File: src/rtl/pipe_pkg.sv
// Shared definitions for the pipeline hazard/interlock unit: address width default,
// forwarding-select width, the NOP instruction word and the scoreboard entry layout.
package pipe_pkg;

    localparam int ADDR_W_DEF = 5;
    localparam int FWD_SEL_W  = 3;

    localparam logic [31:0] NOP_INSTR = 32'h0000_0000;

    // Scoreboard entry, LSB first: ld, da[ADDR_W-1:0], rw, v  (i.e. {v, rw, da, ld})
    localparam int SB_LD_OFS = 0;
    localparam int SB_DA_OFS = 1;

    function automatic int sb_rw_ofs(input int addr_w);
        return SB_DA_OFS + addr_w;
    endfunction

    function automatic int sb_v_ofs(input int addr_w);
        return SB_DA_OFS + addr_w + 1;
    endfunction

    function automatic int sb_entry_w(input int addr_w);
        return addr_w + 3;
    endfunction

endpackage

File: src/rtl/sb_match.sv
// Compares one scoreboard entry against one decode source address and flags a RAW hit.
module sb_match
    import pipe_pkg::*;
#(
    parameter int ADDR_W  = ADDR_W_DEF,
    parameter bit REG0_HW = 1'b1,
    parameter bit MASKED  = 1'b0
) (
    input  logic              v,
    input  logic              rw,
    input  logic [ADDR_W-1:0] da,
    input  logic [ADDR_W-1:0] addr,
    input  logic              use_src,
    output logic              hit
);

    // MASKED marks the write-back stage when the register file writes before it reads.
    assign hit = v & rw & use_src & (da == addr)
               & ~(REG0_HW & (addr == '0))
               & ~MASKED;

endmodule

File: src/rtl/pipe_hazard_ctrl.sv
// Hazard/interlock unit: in-flight writer scoreboard, RAW stall, branch flush and counters.
// Define FWD_HAZ_EN to enable forwarding selects (only load-use hazards then stall).
module pipe_hazard_ctrl
    import pipe_pkg::*;
#(
    parameter int ADDR_W    = ADDR_W_DEF,
    parameter int DEPTH     = 2,
    parameter int WB_BYPASS = 1,
    parameter int REG0_HW   = 1,
    parameter int CNT_W     = 16
) (
    input  logic                 clk,
    input  logic                 rst,
    input  logic                 id_valid,
    input  logic [ADDR_W-1:0]    id_aa,
    input  logic [ADDR_W-1:0]    id_ba,
    input  logic                 id_use_a,
    input  logic                 id_use_b,
    input  logic                 id_rw,
    input  logic [ADDR_W-1:0]    id_da,
    input  logic                 id_load,
    input  logic                 br_taken,
    output logic                 hold_pc,
    output logic                 flush_id,
    output logic                 bubble_ex,
    output logic [FWD_SEL_W-1:0] fwd_a_sel,
    output logic [FWD_SEL_W-1:0] fwd_b_sel,
    output logic [CNT_W-1:0]     stall_cnt,
    output logic [CNT_W-1:0]     flush_cnt
);

    localparam int ENTRY_W = sb_entry_w(ADDR_W);
    localparam int RW_BIT  = sb_rw_ofs(ADDR_W);
    localparam int V_BIT   = sb_v_ofs(ADDR_W);

    logic [ENTRY_W-1:0] sb [1:DEPTH];
    logic [DEPTH:1]     hit_a;
    logic [DEPTH:1]     hit_b;
    logic [DEPTH:1]     ld_vec;
    logic               stall;
    logic               admit;

    for (genvar k = 1; k <= DEPTH; k++) begin : g_stage
        localparam bit MASKED = (WB_BYPASS != 0) && (k == DEPTH);

        assign ld_vec[k] = sb[k][SB_LD_OFS];

        sb_match #(.ADDR_W(ADDR_W), .REG0_HW(REG0_HW != 0), .MASKED(MASKED)) u_match_a (
            .v       (sb[k][V_BIT]),
            .rw      (sb[k][RW_BIT]),
            .da      (sb[k][SB_DA_OFS +: ADDR_W]),
            .addr    (id_aa),
            .use_src (id_use_a),
            .hit     (hit_a[k])
        );

        sb_match #(.ADDR_W(ADDR_W), .REG0_HW(REG0_HW != 0), .MASKED(MASKED)) u_match_b (
            .v       (sb[k][V_BIT]),
            .rw      (sb[k][RW_BIT]),
            .da      (sb[k][SB_DA_OFS +: ADDR_W]),
            .addr    (id_ba),
            .use_src (id_use_b),
            .hit     (hit_b[k])
        );
    end

`ifdef FWD_HAZ_EN
    logic [DEPTH:1] load_use;

    // Youngest forwardable producer; a load only has data once it reaches stage DEPTH.
    function automatic logic [FWD_SEL_W-1:0] pick_src(input logic [DEPTH:1] hit,
                                                      input logic [DEPTH:1] ld);
        pick_src = '0;
        for (int k = DEPTH; k >= 1; k--) begin
            if (hit[k] && (!ld[k] || k == DEPTH))
                pick_src = FWD_SEL_W'(k);
        end
    endfunction

    // NOTE: every always_comb output gets a default first so no path leaves it unassigned (no latch).
    always_comb begin
        load_use = '0;
        for (int k = 1; k < DEPTH; k++)
            load_use[k] = (hit_a[k] | hit_b[k]) & ld_vec[k];
    end

    assign stall     = id_valid & (|load_use);
    assign fwd_a_sel = (rst || !id_valid) ? '0 : pick_src(hit_a, ld_vec);
    assign fwd_b_sel = (rst || !id_valid) ? '0 : pick_src(hit_b, ld_vec);
`else
    logic unused_ld;

    assign unused_ld = ^ld_vec;
    assign stall     = id_valid & (|(hit_a | hit_b));
    assign fwd_a_sel = '0;
    assign fwd_b_sel = '0;
`endif

    // A taken branch squashes decode, so it overrides the hold and nothing is replayed.
    assign hold_pc   = ~rst & stall & ~br_taken;
    assign bubble_ex = ~rst & (stall | br_taken);
    assign flush_id  = ~rst & br_taken;
    assign admit     = id_valid & ~stall & ~br_taken;

    // NOTE: the scoreboard array is reset explicitly because stale valid bits would raise false hazards.
    always_ff @(negedge clk or posedge rst) begin
        if (rst) begin
            for (int k = 1; k <= DEPTH; k++)
                sb[k] <= '0;
            stall_cnt <= '0;
            flush_cnt <= '0;
        end else begin
            sb[1] <= admit ? {1'b1, id_rw, id_da, id_load} : '0;
            for (int k = 2; k <= DEPTH; k++)
                sb[k] <= sb[k-1];
            if (hold_pc && stall_cnt != '1)
                stall_cnt <= stall_cnt + CNT_W'(1);
            if (br_taken && flush_cnt != '1)
                flush_cnt <= flush_cnt + CNT_W'(1);
        end
    end

endmodule

File: config.mk
export PLATFORM = sky130hd
export DESIGN_NAME = pipe_hazard_ctrl
export DESIGN_NICKNAME = d
export VERILOG_FILES = /design/src/rtl/pipe_pkg.sv /design/src/rtl/sb_match.sv /design/src/rtl/pipe_hazard_ctrl.sv
export SDC_FILE = /design/constraint.sdc
export NUM_CORES = 1
export LEC_CHECK = 0
export BUFFER_PORTS_ARGS = -buffer_cell sky130_fd_sc_hd__buf_4
export CAP_MARGIN = 40
export CELL_PAD_IN_SITES_DETAIL_PLACEMENT = 1
export CELL_PAD_IN_SITES_GLOBAL_PLACEMENT = 2
export CORE_ASPECT_RATIO = 2
export CORE_MARGIN = 1.5
export CORE_UTILIZATION = 33
export CTS_CLUSTER_DIAMETER = 100
export DETAILED_ROUTE_END_ITERATION = 10
export PLACE_DENSITY = 0.84
export SLEW_MARGIN = 20
export SYNTH_ARGS = -nofsm -noshare
export SYNTH_HDL_FRONTEND = slang
export SYNTH_SLANG_ARGS = --single-unit
File: constraint.sdc
create_clock -name clk -period 5.4 [get_ports clk]
set_input_delay 0.54 -clock clk [delete_from_list [all_inputs] [get_ports clk]]
set_output_delay 0.54 -clock clk [all_outputs]
set_load 0.02 [all_outputs]
==> results of run 1 <==
-- timing repair --
action / CTS / global route
resized for setup: 0 / 1
setup endpoints to repair: 0 / 1
endpoints found under the hold margin: 0 / 0
-- flip-flops by register name, indices dropped and copies added (netlist names) --
signal / flops
flush_cnt: 16
stall_cnt: 16
sb: 7
-- critical path: stages (launching register included) --
cell and delay (ps):
dfrtn_1 450, xnor2_1 140, nand3_1 150, or3_4 410, nand2_1 130, a21oi_1 80
nor2_1 90, buf_4 140
-- power groups by stage --
stage	combinational, mW	clock (mW)	sequential, mW
after floorplan	0.0654	0	0.386
after global placement	0.157	0	0.362
after detailed placement	0.161	0	0.364
after CTS	0.161	0.316	0.360
after global routing	0.172	0.326	0.364
final	0.158	0.309	0.360
-- worst min path at each step --
stage | start | end | slack, ps | depth (start not counted)
after floorplan | stall_cnt[11] | stall_cnt[11] | 510 | 1
after detailed placement | stall_cnt[15] | stall_cnt[15] | 440 | 1
after global routing | stall_cnt[15] | stall_cnt[15] | 450 | 1
final | stall_cnt[14] | stall_cnt[14] | 440 | 1
after global placement | stall_cnt[14] | stall_cnt[14] | 420 | 1
after CTS | stall_cnt[14] | stall_cnt[14] | 440 | 1
-- layout make-up --
cell class | count | area [sq um]
Tap cell | 61 | 76.3
Fill cell | 654 | 3140
Multi-Input combinational cell | 147 | 975
Clock buffer | 7 | 153
Inverter | 1 | 7.51
Timing Repair Buffer | 57 | 428
Sequential cell | 39 | 976
Clock inverter | 1 | 7.51
-- cells by family (layout without fill, tap and decap cells) --
group / Yosys count / count (layout) / synth area share, %
other: 1 / 6 / 0.189
AO/OA/AOI/OAI: 10 / 10 / 4.28
flip-flops: 39 / 39 / 49.1
adder cells (fa/ha/maj): 2 / 2 / 1.26
XOR/XNOR: 36 / 36 / 15.9
multiplexers: 2 / 2 / 1.13
buffers and inverters: 9 / 66 / 2.83
AND/OR/NAND/NOR: 91 / 91 / 25.4
-- stage by stage --
step / power [mW] / area (sq um)
finish: 0.827 / 2620
floorplan: 0.451 / 2010
global placement: 0.520 / 2460
detailed placement: 0.525 / 2460
CTS: 0.837 / 2620
global route: 0.861 / 2620
-- metal layers --
layer | part of all wire [%] | vias up
li1 | - | 769
met1 | 34 | 798
met2 | 59 | 40
met3 | 3.4 | 10
met4 | 3.2 | 0
met5 | 0 | -
-- layout by cell type (no fill, tap or decap), drive strengths merged, types with 4 or more instances in the layout --
cell	instances
nor2	12
nand4	14
xnor2	28
conb	6
and2	9
xor2	8
buf	57
nand3	15
clkbuf	7
dfrtn	39
nand2	11
and3	16
a21oi	4
==> key figures, run 1 <==
Status
  • Status: finished with violations
  • Failing checks: DRC

GRT
  • Met3 Usage GRT: approximately 2.7%
  • Layer with the highest usage: met2
  • Number of antenna violations at the first check in global routing: 0
  • GR Util All Layers: between 10% and 20%
  • Global-route met1 utilization: 15.4%
  • Largest net degree at the start of global routing: 40
  • First-pass GRT wire length: slightly below 8000 microns
  • Met2 Use GR: a little under a third
  • Vias in the first global route: about 1700
  • GRT overflow: 0

Synthesis
  • Synth top cells by count: dfrtn_1, xnor2_1, and3_1, nand3_1, nand4_1
  • Area share of the largest cell type after synthesis: 49.1%
  • Cell taking the most area after synthesis: dfrtn_1
  • Synth warnings: 0
  • Post-synth EDFFs: 0
  • Top-count cell post-synth: dfrtn_1
  • Dominant synthesized flop cell: dfrtn_1
  • Synth async-reset ratio: 100%
  • Mean post-synth cell area: 10.5 sq um
  • Sequential area share after synthesis: ~49%
  • Area contributors post-synth: dfrtn_1, xnor2_1, and3_1
  • Cells after synthesis: 190
  • Post-Syn Area: 1990 sq um
  • Synth cell types: 33
  • Synth Register Bits: 39

Final layout
  • Number of nets in the layout: between 200 and 300
  • Layout area overhead: 31.9%
  • Layout cells sized above 1: roughly 29%
  • Antenna Cells: 0
  • Non-Filler Instances: around 310
  • Core Util, Final: roughly 46%

Worst setup path
  • Setup Crit Path Kind: flop to primary output
  • Reg-to-reg startpoint: sb[9]
  • Worst Path Required: ~5000 ps
  • Critical path endpoint: bubble_ex
  • Max FO, Critical Path: 3
  • Crit path from: sb[9]
  • Crit. End Element: primary output
  • CP startpoint kind: flop
  • Reg-to-Reg End: stall_cnt[1]
  • Arrival @ worst endpoint: 4590 ps
  • Internal reg-to-reg setup slack: 3220 ps
  • FF-to-FF path depth: 5

Power
  • Net Sw Frac: between 20% and 30%
  • Comb power frac: a little under a fifth
  • Cell Int Power: between 500 and 600 uW
  • Power per cell area: about 320 nW/um^2
  • Sequential share of power: a little over two fifths
  • Switching pwr: roughly 230 uW
  • Clock power frac: between 30 and 40%
  • Max IR drop VDD: approximately 0.26 mV
  • Leak Pwr: ~1.3 nW

Drt
  • Total routed wirelength: approximately 4700 microns
  • DR vias/cell: just over 5
  • Total number of vias: 1617
  • DRC: 3
  • DRT Pass-1 Iters: 8
  • Iteration-0 DRC Markers: 33
  • Antenna-violating nets left: 0
  • Avg WL per Cell: ~15 microns

STA
  • Slew Limit Fails: 0
  • Unrepaired setup endpoints after global routing: no
  • Setup violations, final: 0
  • Final hold vios: 0
  • Slew of the pin with the lowest slew margin: about 570 ps
  • Slew headroom: 61.7%
  • TNS Setup: 0 ps
  • Worst setup margin: approximately 270 ps
  • Hold_ws: 438 ps
  • Clock skew: 2.74 ps

CTS
  • H-tree Lvls: 2
  • CTS root buffer: clkbuf_16
  • CTS hold repair buffers: 0
  • Post-CTS setup repair buffer count: 0
  • Maximum clock insertion buffer count: 2
  • Clock Latency Late Sink: 300 ps
  • CTS clk-pin slew, worst paths: roughly 40 ps
  • Inserted Clock Buffers: 5
  • Clock sinks: 39
  • CTS tree: yes

Die
  • Die area: approximately 6500 sq um
  • Io pins: 64
  • Die Span X: 57.9 microns
  • Die H: ~110 microns
  • Core area: between 5000 and 6000 sq um
  • Initial core utilization: roughly a third
  • Site Rows: 39

Placement
  • Pre-CTS setup slack: between 150 and 200 ps
  • Input/output buffers: 56
  • Post-placement cell count: a little over 300
  • Gpl congestion: 0.756
  • HPWL after DPL: around 3800 microns

Flow run
  • MaxCap Viol Count: 0

Min path
  • Tightest Hold Check Type: flop to flop
Note: power is estimated with default switching activity, not from simulation.
==> inputs of run 2 (changes only) <==
- CORE_ASPECT_RATIO: 2 -> not set
==> run 2 against run 1 <==
Against the previous run:
- the run now ends clean
- clock-buffer cell count fell by 2
- first-iteration DRC count grew 55%
- setup slack got worse by 11 ps
- clock power down 39%
- core utilization fell by 2.0 points
- total power shrank 15%
- largest power group unchanged
- flip-flop and latch count unchanged
- non-clock buffer count unchanged
- die area down 0.43%
- sequential power about the same
- combinational power about the same
- hold slack worse by 5.9 ps
- critical path type unchanged
- largest cell class unchanged
==> key figures, run 2 (synthesized netlist as in run 1, its figures left out) <==
Drt
  • Iteration-0 DRC Markers: 51 (+55%)
  • Avg WL per Cell: 13.6 microns (-9.6%)
  • Antenna-violating nets left: 0 (unchanged)
  • DR vias/cell: 4.82 (-6.8%)
  • DRT Pass-1 Iters: 4 (-4)
  • Total routed wirelength: 4460 microns (-5.6%)
  • DRC: 0 (-3)
  • Total number of vias: 1575 (-2.6%)

Min path
  • Worst hold stages: 1 (unchanged)
  • Hold Path End: stall_cnt[4]
  • Tightest Hold Check Type: flop to flop
  • HP Start: stall_cnt[4]

GRT
  • Vias in the first global route: 1631 (-6.0%)
  • Largest net degree at the start of global routing: 40 (unchanged)
  • Number of antenna violations at the first check in global routing: 0 (unchanged)
  • First-pass GRT wire length: 7380 microns (-6.7%)
  • GR Util All Layers: 14.7% (-0.99 points)
  • GRT overflow: 0 (unchanged)

Worst setup path
  • Levels on crit path: 7 (unchanged)
  • Internal reg-to-reg setup slack: 3250 ps (+30 ps)
  • Slowest Stage Delay on Critical Path: 460 ps (about the same)
  • CP max stage cell: dfrtn_1
  • Worst Path Required: 4860 ps (about the same)
  • Reg-to-Reg End: stall_cnt[1]
  • Critical Path, Cell by Cell: xnor2_1, nand3_1, or3_4, nand2_1, a21oi_1, nor2_1, buf_4
  • Max FO, Critical Path: 3 (unchanged)
  • Crit. End Element: primary output
  • Arrival @ worst endpoint: 4600 ps (about the same)
  • Setup Crit Path Kind: flop to primary output
  • CP top delay family: simple AND/OR/NAND/NOR gates
  • FF-to-FF path depth: 5 (unchanged)
  • CP startpoint kind: flop
  • WP buf/inv: 1 (unchanged)
  • Reg-to-reg startpoint: sb[9]

STA
  • TNS Setup: 0 ps (unchanged)
  • Slew headroom: 57.8% (-3.9 points)
  • Clock skew: 6.72 ps (+3.98 ps)
  • Final hold vios: 0 (unchanged)
  • Setup violations, final: 0 (unchanged)
  • Slew of the pin with the lowest slew margin: 626 ps (+57.8 ps)
  • Unrepaired setup endpoints after global routing: no
  • Slew Limit Fails: 0 (unchanged)
  • Hold_ws: 432 ps (-5.92 ps)

Power
  • Power per cell area: 274 nW/um^2 (-13%)
  • Leak Pwr: 1.25 nW (-2.2%)
  • Max IR drop VDD: 0.187 mV (-28%)

CTS
  • CTS root buffer: clkbuf_8
  • Clock sinks: 39 (unchanged)
  • Inserted Clock Buffers: 5 (unchanged)
  • Maximum clock insertion buffer count: 2 (unchanged)
  • CTS tree: yes
  • Post-CTS Resized: 0 (unchanged)
  • Clock Latency Late Sink: 290 ps (about the same)
  • CTS hold repair buffers: 0 (unchanged)
  • H-tree Lvls: 2 (unchanged)
  • CTS clk-pin slew, worst paths: 50 ps (about the same)
  • Post-CTS setup repair buffer count: 0 (unchanged)

Die
  • Site Rows: 28 (-28%)
  • Core area: 5890 sq um (+2.2%)
  • Die H: 80.6 microns (-29%)
  • Io pins: 64 (unchanged)
  • Die area: 6500 sq um (-0.43%)
  • Die Span X: 80.6 microns (+39%)
  • Initial core utilization: 33.8% (-0.75 points)

Placement
  • Post-placement cell count: 319 (+4.6%)
  • Input/output buffers: 56 (unchanged)
  • HPWL after DPL: 3440 microns (-9.2%)
  • Gpl congestion: 0.730 (-3.5%)

Final layout
  • Largest registers: flush_cnt: 16 flops, stall_cnt: 16 flops, sb: 7 flops
  • Leading cell types in the layout, fill and taps excluded: buf_4, dfrtn_1, xnor2_1
  • Layout area overhead: 28.9%
  • Core Util, Final: 43.6% (-2.0 points)
  • Antenna Cells: 0 (unchanged)
  • Layout cells sized above 1: 29.0% (unchanged)
  • Non-Filler Instances: 327 (+4.5%)
  • Most common cell after layout, fill and taps aside: buf_4
  • Number of nets in the layout: 276 (unchanged)
  • # fillers: 696 (+6.4%)

Flow run
  • MaxCap Viol Count: 0 (unchanged)

Status
  • Status: finished clean
## run 2: cell types whose count changed in the layout (fill, tap and decap cells not counted), sizes merged
cell and delta:
clkinv +3, clkbuf -2, clkinvlp -1
## run 2: how the worst max path moves through the flow
| stage | startpoint | end |
|---|---|---|
| floorplan | rst | stall_cnt[14] |
| global placement | id_aa[0] | stall_cnt[1] |
| detailed placement | id_aa[0] | stall_cnt[1] |
| CTS | sb[9] | bubble_ex |
| global route | sb[9] | bubble_ex |
| finish | sb[9] | bubble_ex |
## run 2: area by class of cell
class	count	area, sq um	area share [%]
Multi-Input combinational cell	147	975	38.0
Clock inverter	3	15.0	0.586
Tap cell	75	93.8	3.66
Inverter	1	7.51	0.293
Sequential cell	39	976	38.1
Timing Repair Buffer	57	428	16.7
Clock buffer	5	68.8	2.68
## run 2: through the flow
stage | power, mW | instance area [sq um] | setup slack [ps]
3_5_place_dp | 0.521 | 2480 | 296
2_1_floorplan | 0.451 | 2010 | 474
4_1_cts | 0.715 | 2560 | 227
5_1_grt | 0.739 | 2560 | 85.6
6_report | 0.703 | 2560 | 259
3_3_place_gp | 0.516 | 2480 | 298
## run 2: report_power, final
| group | switching [mW] | leakage (nW) | total [mW] | internal [mW] |
|---|---|---|---|---|
| Clock | 0.101 | 0.0477 | 0.189 | 0.0884 |
| Sequential | 0.0354 | 0.529 | 0.358 | 0.322 |
| Combinational | 0.0829 | 0.669 | 0.156 | 0.0733 |
## run 2: routing by layer
layer	wire, microns	part of all wire (%)	global-route usage [%]
met1	2050	46	19.0
met2	2160	48	24.2
met3	193	4.3	3.41
met4	59	1.3	4.66
met5	0	0	0
